$ cat src/rtl/idu0_iq_pkg.sv
// Shared types and the instruction decode table for the decode-stage-0
// instruction queue (idu0_iq) and its combinational decoder (idu0_dec).
package idu0_iq_pkg;

  localparam int INSTR_LEN = 32;
  localparam int XLEN      = 32;

  localparam logic [6:0] OPC_LUI    = 7'b0110111;
  localparam logic [6:0] OPC_AUIPC  = 7'b0010111;
  localparam logic [6:0] OPC_JAL    = 7'b1101111;
  localparam logic [6:0] OPC_JALR   = 7'b1100111;
  localparam logic [6:0] OPC_BRANCH = 7'b1100011;
  localparam logic [6:0] OPC_LOAD   = 7'b0000011;
  localparam logic [6:0] OPC_STORE  = 7'b0100011;
  localparam logic [6:0] OPC_OPIMM  = 7'b0010011;
  localparam logic [6:0] OPC_OP     = 7'b0110011;

  typedef struct packed {
    logic legal;
    logic alu;
    logic imm20;
    logic jal;
    logic jalr;
    logic imm12;
    logic condbr;
    logic load;
    logic store;
  } decode_out_t;

  typedef struct packed {
    logic [INSTR_LEN-1:0] instr;
    logic [XLEN-1:0]      instr_tag;
  } iq_entry_t;

  typedef struct packed {
    logic [INSTR_LEN-1:0] instr;
    logic [XLEN-1:0]      instr_tag;
    logic [4:0]           rs1_addr;
    logic [4:0]           rs2_addr;
    logic [4:0]           rd_addr;
    logic [4:0]           shamt;
    logic [31:0]          imm;
    logic                 imm_valid;
    decode_out_t          dec;
  } idu0_out_t;

  // Class bits are only raised for encodings we recognise; anything else
  // comes out all-zero with legal=0 and is forwarded without a trap.
  function automatic decode_out_t decode_table(input logic [INSTR_LEN-1:0] i);
    decode_out_t d;
    logic [2:0]  f3;
    logic [6:0]  f7;
    d  = '0;
    f3 = i[14:12];
    f7 = i[31:25];
    case (i[6:0])
      OPC_LUI, OPC_AUIPC: d.imm20 = 1'b1;
      OPC_JAL: begin
        d.imm20 = 1'b1;
        d.jal   = 1'b1;
      end
      OPC_JALR: begin
        d.jalr  = (f3 == 3'b000);
        d.imm12 = (f3 == 3'b000);
      end
      OPC_BRANCH: d.condbr = (f3 != 3'b010) && (f3 != 3'b011);
      OPC_LOAD:   d.load   = f3 inside {3'b000, 3'b001, 3'b010, 3'b100, 3'b101};
      OPC_STORE:  d.store  = f3 inside {3'b000, 3'b001, 3'b010};
      OPC_OPIMM: begin
        if (f3 == 3'b001)      d.alu = (f7 == 7'b0000000);
        else if (f3 == 3'b101) d.alu = (f7 == 7'b0000000) || (f7 == 7'b0100000);
        else                   d.alu = 1'b1;
        d.imm12 = d.alu;
      end
      OPC_OP: d.alu = (f7 == 7'b0000000) ||
                      ((f7 == 7'b0100000) && ((f3 == 3'b000) || (f3 == 3'b101)));
      default: d = '0;
    endcase
    d.legal = d.imm20 | d.jalr | d.condbr | d.load | d.store | d.alu;
    return d;
  endfunction

endpackage

$ cat src/rtl/idu0_dec.sv
// Combinational decode of one queue entry into the registered-output format:
// register fields, class-selected sign-extended immediate, imm_valid.
module idu0_dec
  import idu0_iq_pkg::*;
(
  input  iq_entry_t entry,
  output idu0_out_t dec_out
);

  decode_out_t d;
  logic [31:0] i;
  logic [31:0] imm;

  assign i = entry.instr;
  assign d = decode_table(entry.instr);

  // U-type only when it is not a jump, so jal picks up the J immediate.
  always_comb begin
    imm = '0;
    if (d.imm20 & ~d.jal)      imm = {i[31:12], 12'h000};
    else if (d.jal)            imm = {{12{i[31]}}, i[19:12], i[20], i[30:21], 1'b0};
    else if (d.imm12 | d.load) imm = {{20{i[31]}}, i[31:20]};
    else if (d.condbr)         imm = {{20{i[31]}}, i[7], i[30:25], i[11:8], 1'b0};
    else if (d.store)          imm = {{20{i[31]}}, i[31:25], i[11:7]};
  end

  always_comb begin
    dec_out           = '0;
    dec_out.instr     = entry.instr;
    dec_out.instr_tag = entry.instr_tag;
    dec_out.rs1_addr  = i[19:15];
    dec_out.rs2_addr  = i[24:20];
    dec_out.rd_addr   = i[11:7];
    dec_out.shamt     = i[24:20];
    dec_out.imm       = imm;
    dec_out.imm_valid = (d.imm20 & ~d.jal) | d.imm12 | d.condbr | d.load | d.store;
    dec_out.dec       = d;
  end

endmodule

$ cat src/rtl/idu0_iq.sv
// Decode stage 0: DEPTH-entry instruction FIFO with valid/ready back-pressure
// and a registered decode of the head entry. Optional counters: IDU0_IQ_PERF_EN.
module idu0_iq
  import idu0_iq_pkg::*;
#(
  parameter int DEPTH  = 4,
  parameter int CNT_W  = $clog2(DEPTH) + 1,
  parameter int PERF_W = 32
) (
  input  logic                 clk,
  input  logic                 rst,
  input  logic [INSTR_LEN-1:0] instr,
  input  logic                 instr_valid,
  input  logic [XLEN-1:0]      instr_tag,
  output logic                 instr_ready,
  input  logic                 pipe_stall,
  input  logic                 pipe_flush,
  output idu0_out_t            idu0_out,
  output logic                 idu0_out_valid,
  output logic [CNT_W-1:0]     iq_count,
  output logic                 iq_full,
  output logic                 iq_empty
`ifdef IDU0_IQ_PERF_EN
  ,
  output logic [PERF_W-1:0]    perf_stall_cyc,
  output logic [PERF_W-1:0]    perf_full_cyc,
  output logic [PERF_W-1:0]    perf_illegal
`endif
);

  localparam int AW = CNT_W - 1;

  iq_entry_t        mem [DEPTH];
  iq_entry_t        head_entry;
  idu0_out_t        head_dec;
  logic [CNT_W-1:0] wr_ptr_q;
  logic [CNT_W-1:0] rd_ptr_q;
  logic [CNT_W-1:0] count_q;
  logic             push;
  logic             pop;

  assign iq_count    = count_q;
  assign iq_full     = (count_q == CNT_W'(DEPTH));
  assign iq_empty    = (count_q == '0);
  assign instr_ready = ~iq_full & ~rst;
  assign push        = instr_valid & instr_ready & ~pipe_flush;
  assign pop         = ~iq_empty & ~pipe_stall & ~pipe_flush;

  always_ff @(posedge clk) begin
    if (push) begin
      mem[wr_ptr_q[AW-1:0]] <= '{instr: instr, instr_tag: instr_tag};
    end
  end

  // Pointers carry an extra wrap bit; the low bits index the storage.
  always_ff @(posedge clk) begin
    if (rst || pipe_flush) begin
      wr_ptr_q <= '0;
      rd_ptr_q <= '0;
      count_q  <= '0;
    end else begin
      if (push) wr_ptr_q <= wr_ptr_q + CNT_W'(1);
      if (pop)  rd_ptr_q <= rd_ptr_q + CNT_W'(1);
      case ({push, pop})
        2'b10:   count_q <= count_q + CNT_W'(1);
        2'b01:   count_q <= count_q - CNT_W'(1);
        default: count_q <= count_q;
      endcase
    end
  end

  assign head_entry = mem[rd_ptr_q[AW-1:0]];

  idu0_dec u_dec (
    .entry   (head_entry),
    .dec_out (head_dec)
  );

  // An empty queue drops valid but keeps the last payload on the bus.
  always_ff @(posedge clk) begin
    if (rst || pipe_flush) begin
      idu0_out       <= '0;
      idu0_out_valid <= 1'b0;
    end else if (!pipe_stall) begin
      idu0_out_valid <= ~iq_empty;
      if (!iq_empty) idu0_out <= head_dec;
    end
  end

`ifdef IDU0_IQ_PERF_EN
  always_ff @(posedge clk) begin
    if (rst) begin
      perf_stall_cyc <= '0;
      perf_full_cyc  <= '0;
      perf_illegal   <= '0;
    end else begin
      if (pipe_stall && idu0_out_valid && (perf_stall_cyc != '1))
        perf_stall_cyc <= perf_stall_cyc + PERF_W'(1);
      if (iq_full && instr_valid && (perf_full_cyc != '1))
        perf_full_cyc <= perf_full_cyc + PERF_W'(1);
      if (pop && !head_dec.dec.legal && (perf_illegal != '1))
        perf_illegal <= perf_illegal + PERF_W'(1);
    end
  end
`endif

endmodule

$ cat config.mk
export PLATFORM = sky130hd
export DESIGN_NAME = idu0_iq
export DESIGN_NICKNAME = d
export VERILOG_FILES = /design/src/rtl/idu0_iq_pkg.sv /design/src/rtl/idu0_dec.sv /design/src/rtl/idu0_iq.sv
export SDC_FILE = /design/constraint.sdc
export NUM_CORES = 1
export LEC_CHECK = 0
export ABC_AREA = 0
export BUFFER_PORTS_ARGS = -buffer_cell sky130_fd_sc_hd__buf_2
export CAP_MARGIN = 10
export CORE_MARGIN = 2
export CORE_UTILIZATION = 25
export DETAILED_ROUTE_END_ITERATION = 6
export GPL_TIMING_DRIVEN = 0
export PLACE_DENSITY = 0.42
export REMOVE_ABC_BUFFERS = 1
export SETUP_SLACK_MARGIN = 0.5
export SLEW_MARGIN = 20
export SYNTH_ARGS = -nofsm -noshare
export SYNTH_HDL_FRONTEND = slang
export SYNTH_SLANG_ARGS = --single-unit
$ cat constraint.sdc
create_clock -name clk -period 5.73 [get_ports clk]
set_input_delay 1.146 -clock clk [delete_from_list [all_inputs] [get_ports clk]]
set_output_delay 1.146 -clock clk [all_outputs]
set_load 0.005 [all_outputs]
==> impl_table.tex, run 1 <==
\begin{tabular}{lr}
\hline
Metric & Value \\
\hline
\multicolumn{2}{l}{\textbf{Floorplanning}} \\
\quad Die area & 57550 um2 \\
\quad Effective utilization at floorplan & 25.25\% \\
\quad Die width & 239.9 um \\
\quad Placeable core region & 55090 um2 \\
\quad Io pins & 202 \\
\quad Num rows & 86 \\
\quad Die span in y & 239.9 um \\
\multicolumn{2}{l}{\textbf{Timing}} \\
\quad Worst clock skew & 19.96 ps \\
\quad Post-layout worst setup margin & 2047 ps \\
\quad Achievable clock frequency & 0.2715 GHz \\
\quad Final worst path period need & 3683 ps \\
\quad Final Cycle Share & 64.27\% \\
\quad Unrepaired setup endpoints after global routing & no \\
\quad Endpoints failing hold & 0 \\
\quad Final setup viols & 0 \\
\quad Least-Margin Pin Slew & 1026 ps \\
\quad Number of pins with negative max-slew slack in the final report & 0 \\
\quad Relative slew slack & 30.61\% \\
\multicolumn{2}{l}{\textbf{Route}} \\
\quad Detailed-route DRC error count & 0 \\
\quad Total via count in the routed design & 8130 \\
\quad Vias per inst & 4.322 \\
\quad Pre-antenna DRT Iters & 4 \\
\quad Routed length per instance & 19.68 um \\
\quad Routed WL & 37.02 mm \\
\quad Antenna-violating nets left & 0 \\
\quad DRC marker count from the first detailed-route iteration & 355 \\
\multicolumn{2}{l}{\textbf{Clock tree}} \\
\quad CTS tree & done \\
\quad Clock insertion delay at the later pin of the skew report & 560 ps \\
\quad Clock transition at the registers of the reported paths & 60 ps \\
\quad Total clock sinks & 372 \\
\quad Post-CTS Resized & 0 \\
\quad Number of buffers added by the clock tree synthesis step & 44 \\
\quad Clock root cell & sky130\_fd\_sc\_hd\_\_clkbuf\_16 \\
\quad \# hold bufs at CTS & 0 \\
\quad Number of setup buffers added after CTS & 0 \\
\quad H-tree depth & 2 \\
\quad Maximum clock insertion buffer count & 3 \\
\multicolumn{2}{l}{\textbf{Synth}} \\
\quad Most repeated cell in the gate-level netlist after synthesis & sky130\_fd\_sc\_hd\_\_edfxtp\_1 \\
\quad Cell type contributing the most total cell area after synthesis & sky130\_fd\_sc\_hd\_\_edfxtp\_1 \\
\quad Simple-gate portion of the synthesized area & 6.943\% \\
\quad Cell types with the largest area share after synthesis & sky130\_fd\_sc\_hd\_\_edfxtp\_1, sky130\_fd\_sc\_hd\_\_dfxtp\_1, sky130\_fd\_sc\_hd\_\_mux4\_2 \\
\quad EDFF count, synth & 256 \\
\quad Number of distinct library cells after synthesis & 53 \\
\quad Cell area after technology mapping & 13910 um2 \\
\quad Largest family of logic cells by synthesized area & multiplexers \\
\quad Top cell type's share of synthesized area & 55.26\% \\
\quad Most numerous cell types in the synthesized netlist & sky130\_fd\_sc\_hd\_\_edfxtp\_1, sky130\_fd\_sc\_hd\_\_nand2\_1, sky130\_fd\_sc\_hd\_\_dfxtp\_1, sky130\_fd\_sc\_hd\_\_a21oi\_1, sky130\_fd\_sc\_hd\_\_mux4\_2 \\
\quad Multiplexer fraction of the synthesized cell area & 10.51\% \\
\quad Post-synthesis share of cell area spent on full adders, half adders and majority gates & 0.5936\% \\
\quad Yosys synthesis warning count & 0 \\
\quad Most used flip-flop cell after synthesis & sky130\_fd\_sc\_hd\_\_edfxtp\_1 \\
\quad Synth Register Bits & 372 \\
\quad Average size of a mapped cell & 15.41 um2 \\
\quad Xor-xnor portion of the synthesized cell area & 0.3777\% \\
\quad Share of flip-flops with an asynchronous set or reset & 0\% \\
\quad Area fraction in compound gates after synthesis & 6.574\% \\
\quad Seq/Total Area, Yosys & 71.95\% \\
\quad Syn Inst Count & 903 \\
\multicolumn{2}{l}{\textbf{Placement}} \\
\quad Final weighted congestion in routability-driven placement & 0.6886 \\
\quad PortBufs & 201 \\
\quad Minimum setup slack after placement & 1902 ps \\
\quad Number of placed instances, taps included & 1800 \\
\quad Area of placed instances & 15880 um2 \\
\quad DPL Wire Length & 23.24 mm \\
\multicolumn{2}{l}{\textbf{GRT}} \\
\quad Pin count of the biggest net entering global routing & 50 \\
\quad Wire length of the first global-routing pass & 54.56 mm \\
\quad Vias in the first global route & 8411 \\
\quad Antenna violations before repair & 6 \\
\quad Global-route usage over all layers & 12.92\% \\
\quad GRT Max-Usage Layer & met2 \\
\quad Met1 Usage GRT & 16.79\% \\
\quad Met2 layer usage reported by global route & 20.97\% \\
\quad Met3 Track Usage GR & 3.617\% \\
\quad GR Overflow Total & 0 \\
\multicolumn{2}{l}{\textbf{Pwr}} \\
\quad Power density of the placed cells & 329.6 nW/um2 \\
\quad Internal & 0.004489 W \\
\quad Share of total power in combinational logic & 2.6\% \\
\quad Clock power frac & 46.5\% \\
\quad Share of total power consumed by net switching & 21.08\% \\
\quad Sequential cell fraction of total power & 50.9\% \\
\quad Leakage component of the power & 5.909 nW \\
\quad Post-layout power & 0.005687 W \\
\quad Total net switching power & 0.001199 W \\
\quad Maximum ir drop on the vdd rail & 0.1551 mV \\
\multicolumn{2}{l}{\textbf{Worst setup path}} \\
\quad Critical path cell sequence & buf\_12, mux4\_2, nand4bb\_1, nor4b\_1, nor2\_1, a32oi\_1, a22oi\_1 \\
\quad Arrival time of the worst setup path & 4080 ps \\
\quad Register-to-register path setup slack & 2050 ps \\
\quad Library cell contributing the largest single delay on the critical path & sky130\_fd\_sc\_hd\_\_nor4b\_1 \\
\quad Crit path largest cell delay & 930 ps \\
\quad Critical path startpoint category & register \\
\quad Critical Path End & idu0\_out[14] \\
\quad Endpoint of the most critical register-to-register path & idu0\_out[14] \\
\quad Kind of critical path & register to register \\
\quad Category of the worst setup path capture point & register \\
\quad Largest fanout of any net on the critical path & 21 \\
\quad R2R cell count & 7 \\
\quad Required time at the endpoint of the critical path & 6130 ps \\
\multicolumn{2}{l}{\textbf{Layout}} \\
\quad Filler-free cell count of the finished design & 1881 \\
\quad Final design area excluding fillers & 17250 um2 \\
\quad Final net count & 1173 \\
\quad Share of post-route cells with drive strength above 1 & 32.86\% \\
\quad Area grow syn2layout & 24.02\% \\
\multicolumn{2}{l}{\textbf{Outcome}} \\
\quad Run status & finished clean \\
\multicolumn{2}{l}{\textbf{Min path}} \\
\quad Worst Hold Class & register to register \\
\multicolumn{2}{l}{\textbf{Job}} \\
\quad Maximum capacitance violations & 0 \\
\hline
\end{tabular}
[power groups by stage]
stage          Combinational [W]  Clock, W  Sequential (W)
2_1_floorplan          0.0000596         0         0.00296
3_3_place_gp            0.000137         0         0.00296
3_5_place_dp            0.000152         0         0.00295
4_1_cts                 0.000153   0.00274         0.00290
5_1_grt                 0.000165   0.00285         0.00290
6_report                0.000148   0.00264         0.00290
[cell type report]
| cell class | count | area (um2) |
|---|---|---|
| clock buffer | 58 | 1225 |
| timing repair buffer | 216 | 1365 |
| inverter | 16 | 60.06 |
| antenna | 1 | 2.502 |
| fill | 5582 | 37840 |
| sequential | 372 | 10020 |
| tap | 748 | 935.9 |
| multi-input combinational | 448 | 3512 |
| clock inverter | 22 | 136.4 |
[sequential cells by signal (all words and copies together), names as in the netlist, named ones only]
name            cells
mem               256
iq_count            3
wr_ptr_q            2
idu0_out_valid      1
rd_ptr_q            2
idu0_out          106
[how the worst min path moves through the flow]
stage / startpoint / to / slack [ps] / cells past startpoint
after floorplan: idu0_out[20] / idu0_out[20] / 450 / 2
after global placement: idu0_out[85] / idu0_out[85] / 440 / 2
after detailed placement: idu0_out[0] / idu0_out[0] / 440 / 2
after CTS: idu0_out[0] / idu0_out[0] / 450 / 2
after global routing: idu0_out[91] / idu0_out[91] / 470 / 2
final: idu0_out[0] / idu0_out[0] / 450 / 2
[metrics by stage]
stage | setup TNS, ps | hold slack [ps] | util [%]
floorplan | 0 | 445.9 | -
global placement | -541930 | 440.2 | 28.12
detailed placement | 0 | 444.5 | 28.83
CTS | 0 | 452.4 | 31.30
global route | 0 | 470.0 | 31.31
finish | 0 | 449.0 | 31.32
[routing by layer]
metal	wire length, um	vias up
met5	43	-
met4	795	8
met3	2187	61
met2	17580	191
met1	16420	4096
li1	-	3774
[placed cells by master, fill, tap and decap left out, types with 4 or more instances in the layout]
master / Yosys / layout
sky130_fd_sc_hd__clkbuf_1: 29 / 8
sky130_fd_sc_hd__inv_1: 16 / 16
sky130_fd_sc_hd__o21ai_0: 19 / 19
sky130_fd_sc_hd__dfxtp_1: 116 / 114
sky130_fd_sc_hd__buf_12: 0 / 5
sky130_fd_sc_hd__clkbuf_16: 0 / 45
sky130_fd_sc_hd__edfxtp_1: 256 / 256
sky130_fd_sc_hd__mux4_2: 64 / 64
sky130_fd_sc_hd__o21ai_2: 7 / 7
sky130_fd_sc_hd__xor2_1: 4 / 4
sky130_fd_sc_hd__nor2_1: 30 / 28
sky130_fd_sc_hd__and2_4: 0 / 4
sky130_fd_sc_hd__a22oi_1: 6 / 6
sky130_fd_sc_hd__a32oi_1: 4 / 4
sky130_fd_sc_hd__ha_1: 5 / 5
sky130_fd_sc_hd__buf_2: 6 / 201
sky130_fd_sc_hd__clkbuf_8: 0 / 5
sky130_fd_sc_hd__clkinv_1: 0 / 11
sky130_fd_sc_hd__a221o_1: 8 / 8
sky130_fd_sc_hd__nand2_1: 160 / 160
sky130_fd_sc_hd__a21oi_1: 84 / 84
sky130_fd_sc_hd__clkinv_2: 0 / 5
sky130_fd_sc_hd__buf_16: 0 / 9
[kinds of logic after synthesis]
kind of cell             after synthesis
multiplexers                          66
AND/OR/NAND/NOR                      225
buffers and inverters                 83
adder cells (fa/ha/maj)                6
AO/OA/AOI/OAI                        145
flip-flops                           372
XOR/XNOR                               6
[worst max-delay path, delay by kind of cell, from the launching register on]
| kind | cells | cell delay (ps) |
|---|---|---|
| flip-flops | 1 | 640 |
| AND/OR/NAND/NOR | 3 | 1590 |
| buffers and inverters | 1 | 290 |
| multiplexers | 1 | 610 |
| AO/OA/AOI/OAI | 2 | 360 |
(Power assumes the default switching activity.)
==> run 2: changes to the inputs <==
Settings changed: PLACE_DENSITY 0.42 to 0.44.
Clock period 5.73 ns to 3 ns, I/O delays scaled along.
==> impl_table.tex, run 2 (synthesized netlist as in run 1, its figures left out) <==
\begin{tabular}{lr}
\hline
Metric & Value \\
\hline
\multicolumn{2}{l}{\textbf{Pwr}} \\
\quad Share of total power consumed by net switching & 20.46\% \\
\quad Clock power frac & 49.4\% \\
\quad Internal & 0.009221 W \\
\quad Leakage component of the power & 6.461 nW \\
\quad Maximum ir drop on the vdd rail & 0.3637 mV \\
\quad Total net switching power & 0.002372 W \\
\quad Power density of the placed cells & 630.1 nW/um2 \\
\quad Sequential cell fraction of total power & 47.7\% \\
\quad Share of total power in combinational logic & 2.9\% \\
\multicolumn{2}{l}{\textbf{Placement}} \\
\quad PortBufs & 201 \\
\quad Final weighted congestion in routability-driven placement & 0.6967 \\
\quad Area of placed instances & 15880 um2 \\
\quad Minimum setup slack after placement & -798.9 ps \\
\quad DPL Wire Length & 23.17 mm \\
\multicolumn{2}{l}{\textbf{Layout}} \\
\quad Number of filler cells placed in the layout & 5506 \\
\quad Area of all sequential standard cells & 10020 um2 \\
\quad Final design area excluding fillers & 18400 um2 \\
\quad Flip-flop count of the largest register after layout & 256 \\
\quad Total area of multi-input combinational cells & 3787 um2 \\
\quad Most frequent cells in the layout & sky130\_fd\_sc\_hd\_\_edfxtp\_1, sky130\_fd\_sc\_hd\_\_buf\_2, sky130\_fd\_sc\_hd\_\_nand2\_1, sky130\_fd\_sc\_hd\_\_dfxtp\_1, sky130\_fd\_sc\_hd\_\_a21oi\_1 \\
\quad Share of the core filled with cells & 33.39\% \\
\quad Leading cell type in the layout, fill and taps excluded & sky130\_fd\_sc\_hd\_\_edfxtp\_1 \\
\quad Share of post-route cells with drive strength above 1 & 40.05\% \\
\quad Final net count & 1235 \\
\quad Area grow syn2layout & 32.24\% \\
\multicolumn{2}{l}{\textbf{Timing}} \\
\quad Relative slew slack & 41.82\% \\
\quad Worst clock skew & 17.75 ps \\
\quad Final Cycle Share & 91.61\% \\
\quad Sum Neg Setup Slack & 0 ps \\
\quad Number of pins with negative max-slew slack in the final report & 0 \\
\quad Worst hold slack across all endpoints & 248.0 ps \\
\quad Unrepaired setup endpoints after global routing & yes \\
\quad Achievable clock frequency & 0.3638 GHz \\
\quad Post-layout worst setup margin & 251.6 ps \\
\quad Final setup viols & 0 \\
\quad Final worst path period need & 2748 ps \\
\quad Endpoints failing hold & 0 \\
\quad Least-Margin Pin Slew & 869.5 ps \\
\multicolumn{2}{l}{\textbf{Worst setup path}} \\
\quad Arrival time of the worst setup path & 3230 ps \\
\quad Critical path startpoint category & register \\
\quad Required time at the endpoint of the critical path & 3480 ps \\
\quad Kind of critical path & register to register \\
\quad Critical path cell sequence & buf\_16, mux4\_2, or4\_4, o311ai\_4, a31o\_4, buf\_6, buf\_12, o21ai\_2, a22oi\_1 \\
\quad Critical Path End & idu0\_out[12] \\
\quad R2R cell count & 9 \\
\quad Register-to-register path setup slack & 250 ps \\
\quad Crit path largest cell delay & 580 ps \\
\quad Largest fanout of any net on the critical path & 7 \\
\quad Category of the worst setup path capture point & register \\
\quad Library cell contributing the largest single delay on the critical path & sky130\_fd\_sc\_hd\_\_or4\_4 \\
\quad Endpoint of the most critical register-to-register path & idu0\_out[12] \\
\multicolumn{2}{l}{\textbf{Clock tree}} \\
\quad Maximum clock insertion buffer count & 3 \\
\quad H-tree depth & 2 \\
\quad Clock insertion delay at the later pin of the skew report & 570 ps \\
\quad Clock root cell & sky130\_fd\_sc\_hd\_\_clkbuf\_16 \\
\quad Clock transition at the registers of the reported paths & 60 ps \\
\quad CTS tree & done \\
\quad Total clock sinks & 372 \\
\quad Number of buffers added by the clock tree synthesis step & 45 \\
\multicolumn{2}{l}{\textbf{Route}} \\
\quad Detailed-route DRC error count & 0 \\
\quad Total via count in the routed design & 8518 \\
\quad Routed WL & 40.55 mm \\
\quad Pre-antenna DRT Iters & 5 \\
\quad Antenna-violating nets left & 0 \\
\quad Vias per inst & 4.377 \\
\quad Routed length per instance & 20.84 um \\
\quad DRC marker count from the first detailed-route iteration & 487 \\
\multicolumn{2}{l}{\textbf{GRT}} \\
\quad Wire length of the first global-routing pass & 57.57 mm \\
\quad Antenna violations before repair & 14 \\
\quad Vias in the first global route & 8491 \\
\quad GR Overflow Total & 0 \\
\quad Global-route usage over all layers & 13.80\% \\
\quad Pin count of the biggest net entering global routing & 50 \\
\multicolumn{2}{l}{\textbf{Floorplanning}} \\
\quad Die width & 239.9 um \\
\quad Die area & 57550 um2 \\
\quad Num rows & 86 \\
\quad Io pins & 202 \\
\quad Placeable core region & 55090 um2 \\
\quad Effective utilization at floorplan & 25.25\% \\
\quad Die span in y & 239.9 um \\
\multicolumn{2}{l}{\textbf{Job}} \\
\quad Maximum capacitance violations & 0 \\
\multicolumn{2}{l}{\textbf{Min path}} \\
\quad Worst Hold Class & input pin to register \\
\multicolumn{2}{l}{\textbf{Outcome}} \\
\quad Run status & finished clean \\
\hline
\end{tabular}
-- run 2: changes by cell type in the layout (fill, tap and decap cells not counted), sizes merged --
cell / before / now
diode: 1 / 2
or2: 4 / 6
and2: 4 / 8
clkinv: 17 / 10
clkinvlp: 3 / 2
clkbuf: 58 / 66
buf: 216 / 270
bufinv: 1 / 5
-- run 2: power groups by stage --
stage | Clock, W | Sequential, W | Combinational (W)
global route | 0.00614 | 0.00553 | 0.000364
finish | 0.00573 | 0.00553 | 0.000330
detailed placement | 0 | 0.00564 | 0.000290
CTS | 0.00593 | 0.00553 | 0.000329
global placement | 0 | 0.00565 | 0.000261
floorplan | 0 | 0.00565 | 0.000114
-- run 2: what timing repair did --
action	in CTS	in global routing
hold buffers	0	0
pin swaps	32	14
setup buffers	44	10
endpoints found under the setup margin	135	155
cloned	6	2
resized for setup	47	24
-- run 2: layout make-up --
class                      count  share of cell area [%]
antenna                        2                 0.02720
clock buffer                  65                   7.386
clock inverter                18                   1.217
inverter                      16                  0.3264
multi-input combinational    454                   20.59
sequential                   372                   54.45
tap                          748                   5.087
timing repair buffer         271                   10.92
-- run 2: worst min-delay path by stage --
| stage | to | from | cells after the start | slack, ps |
|---|---|---|---|---|
| after floorplan | idu0_out[20] | idu0_out[20] | 2 | 450 |
| after global placement | idu0_out_valid | idu0_out_valid | 2 | 440 |
| after detailed placement | idu0_out[123] | idu0_out[123] | 2 | 440 |
| after CTS | mem[2][45] | instr[13] | 1 | 190 |
| after global routing | mem[2][53] | instr[21] | 1 | 210 |
| final | mem[1][17] | instr_tag[17] | 1 | 250 |
-- run 2: metrics by stage --
| step | std cells | power, W |
|---|---|---|
| final | 1946 | 0.01159 |
| after global routing | 1946 | 0.01204 |
| after detailed placement | 1799 | 0.005933 |
| after floorplan | 836 | 0.005762 |
| after global placement | 1785 | 0.005913 |
| after CTS | 1932 | 0.01180 |
-- run 2: worst max-delay path: cells and delay by family (launching register included) --
family          cells  cell delay (ps)
buf+inv             3              380
compound gates      4              760
mux                 1              540
flops               1              410
simple gates        1              580
-- run 2: routing by layer --
metal / track usage (%) / routed length (um) / vias up / part of all wire [%]
met5: 0 / 69 / - / 0.17
met4: 3.896 / 758 / 12 / 1.9
met3: 3.972 / 2601 / 74 / 6.4
met2: 21.96 / 18940 / 233 / 47
met1: 18.36 / 18190 / 4313 / 45
li1: - / - / 3886 / -
==> run 3: changes to the inputs <==
Settings changed: CTS_BUF_LIST from default to sky130_fd_sc_hd__clkbuf_4 sky130_fd_sc_hd__clkbuf_8 sky130_fd_sc_hd__clkbuf_16, GPL_ROUTABILITY_DRIVEN from default to 0, PLACE_DENSITY 0.44 to 0.43, SYNTH_HIERARCHICAL from default to 1.
==> impl_table.tex, run 3 <==
\begin{tabular}{lr}
\hline
Metric & Value \\
\hline
\multicolumn{2}{l}{\textbf{Pwr}} \\
\quad Power density of the placed cells & 605.8 nW/um2 \\
\quad Total net switching power & 0.002540 W \\
\quad Sequential cell fraction of total power & 47.8\% \\
\quad Share of total power in combinational logic & 3.7\% \\
\quad Leakage component of the power & 6.893 nW \\
\quad Post-layout power & 0.01213 W \\
\quad Clock power frac & 48.5\% \\
\quad Share of total power consumed by net switching & 20.95\% \\
\quad Maximum ir drop on the vdd rail & 0.3599 mV \\
\quad Internal & 0.009586 W \\
\multicolumn{2}{l}{\textbf{Timing}} \\
\quad Worst clock skew & 15.59 ps \\
\quad Endpoints failing hold & 0 \\
\quad Post-layout worst setup margin & 180.3 ps \\
\quad Number of pins with negative max-slew slack in the final report & 0 \\
\quad Final Cycle Share & 93.99\% \\
\quad Final worst path period need & 2820 ps \\
\quad Unrepaired setup endpoints after global routing & yes \\
\quad Least-Margin Pin Slew & 599.5 ps \\
\quad Worst hold slack across all endpoints & 250.6 ps \\
\quad Relative slew slack & 60.03\% \\
\quad Achievable clock frequency & 0.3546 GHz \\
\quad Final setup viols & 0 \\
\quad Sum Neg Setup Slack & 0 ps \\
\multicolumn{2}{l}{\textbf{Clock tree}} \\
\quad Clock root cell & sky130\_fd\_sc\_hd\_\_clkbuf\_16 \\
\quad Clock transition at the registers of the reported paths & 60 ps \\
\quad Clock insertion delay at the later pin of the skew report & 560 ps \\
\quad CTS tree & done \\
\quad H-tree depth & 2 \\
\quad Number of buffers added by the clock tree synthesis step & 46 \\
\quad Total clock sinks & 392 \\
\quad Maximum clock insertion buffer count & 3 \\
\quad \# hold bufs at CTS & 0 \\
\multicolumn{2}{l}{\textbf{Route}} \\
\quad Total via count in the routed design & 9753 \\
\quad Routed length per instance & 19.97 um \\
\quad Routed WL & 43.81 mm \\
\quad Antenna-violating nets left & 0 \\
\quad DRC marker count from the first detailed-route iteration & 567 \\
\quad Vias per inst & 4.445 \\
\quad Detailed-route DRC error count & 0 \\
\quad Pre-antenna DRT Iters & 4 \\
\multicolumn{2}{l}{\textbf{Synth}} \\
\quad Seq/Total Area, Yosys & 65.37\% \\
\quad Average size of a mapped cell & 13.75 um2 \\
\quad Top cell type's share of synthesized area & 48.28\% \\
\quad Share of flip-flops with an asynchronous set or reset & 0\% \\
\quad Most repeated cell in the gate-level netlist after synthesis & sky130\_fd\_sc\_hd\_\_edfxtp\_1 \\
\quad Syn Inst Count & 1158 \\
\quad Number of distinct library cells after synthesis & 47 \\
\quad Yosys synthesis warning count & 6 \\
\quad EDFF count, synth & 256 \\
\quad Most numerous cell types in the synthesized netlist & sky130\_fd\_sc\_hd\_\_edfxtp\_1, sky130\_fd\_sc\_hd\_\_nand2\_1, sky130\_fd\_sc\_hd\_\_dfxtp\_1, sky130\_fd\_sc\_hd\_\_o211ai\_1, sky130\_fd\_sc\_hd\_\_o21ai\_0 \\
\quad Cell type contributing the most total cell area after synthesis & sky130\_fd\_sc\_hd\_\_edfxtp\_1 \\
\quad Synth Register Bits & 392 \\
\quad Cell types with the largest area share after synthesis & sky130\_fd\_sc\_hd\_\_edfxtp\_1, sky130\_fd\_sc\_hd\_\_dfxtp\_1, sky130\_fd\_sc\_hd\_\_mux4\_2 \\
\quad Most used flip-flop cell after synthesis & sky130\_fd\_sc\_hd\_\_edfxtp\_1 \\
\quad Cell area after technology mapping & 15920 um2 \\
\multicolumn{2}{l}{\textbf{Worst setup path}} \\
\quad Category of the worst setup path capture point & register \\
\quad Largest fanout of any net on the critical path & 8 \\
\quad Critical path startpoint category & register \\
\quad Required time at the endpoint of the critical path & 3490 ps \\
\quad R2R cell count & 12 \\
\quad Arrival time of the worst setup path & 3310 ps \\
\quad Kind of critical path & register to register \\
\multicolumn{2}{l}{\textbf{Layout}} \\
\quad Final net count & 1387 \\
\quad Leading cell type in the layout, fill and taps excluded & sky130\_fd\_sc\_hd\_\_edfxtp\_1 \\
\quad Flip-flop count of the largest register after layout & 256 \\
\quad Most frequent cells in the layout & sky130\_fd\_sc\_hd\_\_edfxtp\_1, sky130\_fd\_sc\_hd\_\_buf\_2, sky130\_fd\_sc\_hd\_\_nand2\_1, sky130\_fd\_sc\_hd\_\_dfxtp\_1, sky130\_fd\_sc\_hd\_\_o211ai\_1 \\
\quad Final design area excluding fillers & 20020 um2 \\
\quad Antenna diode count & 0 \\
\quad Share of post-route cells with drive strength above 1 & 36.28\% \\
\quad Area grow syn2layout & 25.69\% \\
\multicolumn{2}{l}{\textbf{Outcome}} \\
\quad Run status & finished clean \\
\multicolumn{2}{l}{\textbf{Floorplanning}} \\
\quad Effective utilization at floorplan & 25.24\% \\
\quad Io pins & 202 \\
\quad Num rows & 92 \\
\quad Die width & 256.4 um \\
\quad Placeable core region & 63080 um2 \\
\quad Die span in y & 256.4 um \\
\quad Die area & 65730 um2 \\
\multicolumn{2}{l}{\textbf{Placement}} \\
\quad PortBufs & 201 \\
\quad Area of placed instances & 17580 um2 \\
\quad DPL Wire Length & 25.62 mm \\
\quad Minimum setup slack after placement & -963.1 ps \\
\multicolumn{2}{l}{\textbf{GRT}} \\
\quad Vias in the first global route & 9933 \\
\quad GR Overflow Total & 0 \\
\quad Antenna violations before repair & 4 \\
\quad Pin count of the biggest net entering global routing & 79 \\
\quad Global-route usage over all layers & 12.97\% \\
\quad Wire length of the first global-routing pass & 64.98 mm \\
\multicolumn{2}{l}{\textbf{Min path}} \\
\quad Instance count along the most critical hold path & 1 \\
\quad Worst Hold Class & input pin to register \\
\multicolumn{2}{l}{\textbf{Job}} \\
\quad Maximum capacitance violations & 0 \\
\hline
\end{tabular}
run 3: cell count changes in the layout (fill, tap and decap cells not counted), moves of 11 or more:
cell                       delta
sky130_fd_sc_hd__dfxtp_1     +17
sky130_fd_sc_hd__o21ai_0     +86
sky130_fd_sc_hd__nor2_1      -16
sky130_fd_sc_hd__clkbuf_4    +11
sky130_fd_sc_hd__a21oi_1     -76
sky130_fd_sc_hd__o211ai_1   +126
sky130_fd_sc_hd__o21ai_1     +32
sky130_fd_sc_hd__o21ai_2     -14
run 3: through the flow:
step           instances  util, %
2_1_floorplan        984        -
3_3_place_gp        2031    26.83
3_5_place_dp        2060    27.87
4_1_cts             2184    31.41
5_1_grt             2194    31.73
6_report            2194    31.73
run 3: power by group through the flow:
| stage | Combinational, W | Clock, W | Sequential, W |
|---|---|---|---|
| global route | 0.000490 | 0.00629 | 0.00580 |
| global placement | 0.000354 | 0 | 0.00592 |
| detailed placement | 0.000411 | 0 | 0.00591 |
| CTS | 0.000440 | 0.00608 | 0.00580 |
| floorplan | 0.000158 | 0 | 0.00592 |
| finish | 0.000447 | 0.00588 | 0.00579 |
run 3: metal layers:
layer	global-route usage, %	up-vias	part of all wire (%)
met5	0	-	0.062
met4	3.472	4	1.9
met3	2.709	60	4.4
met2	22.08	191	50
met1	16.72	4892	44
li1	-	4606	-
run 3: logic make-up after synthesis:
kind of cell    synth area share [%]
compound gates                 11.71
buf+inv                        6.915
flops                          65.37
xor+xnor                      0.1650
simple gates                   6.144
mux                            9.177
fa+ha+maj                     0.5186
run 3: worst max-delay path, stage by stage (launching register included):
cell and delay, ps:
sky130_fd_sc_hd__dfxtp_4 370, sky130_fd_sc_hd__buf_12 140, sky130_fd_sc_hd__buf_16 150, sky130_fd_sc_hd__mux4_2 420, sky130_fd_sc_hd__nand4b_1 200, sky130_fd_sc_hd__or4_4 610, sky130_fd_sc_hd__o211ai_4 270, sky130_fd_sc_hd__buf_12 150
sky130_fd_sc_hd__o21ai_4 60, sky130_fd_sc_hd__buf_12 160, sky130_fd_sc_hd__nand2_2 60, sky130_fd_sc_hd__nand2_1 40, sky130_fd_sc_hd__o21ai_1 110
run 3: area by class of cell:
class	instances	area [um2]
clock buffer	68	1424
clock inverter	16	193.9
fill	6418	43070
inverter	10	37.54
multi-input combinational	583	4629
sequential	392	10430
tap	846	1059
timing repair buffer	279	2243
run 3: final timing paths:
| path | start | endpoint | slack [ps] |
|---|---|---|---|
| hold reg to reg | idu0_out_valid | idu0_out_valid | 460 |
| setup / recovery | register | idu0_out[25] | 180 |
| setup reg to reg | register | idu0_out[25] | 180 |
| hold / removal | instr[19] | mem[0][51] | 250 |
run 3: repair_timing:
action | CTS | global route
pin swaps | 10 | 13
cloned | 4 | 2
setup buffers | 36 | 8
setup endpoints to repair | 45 | 40
gates resized for setup | 44 | 39
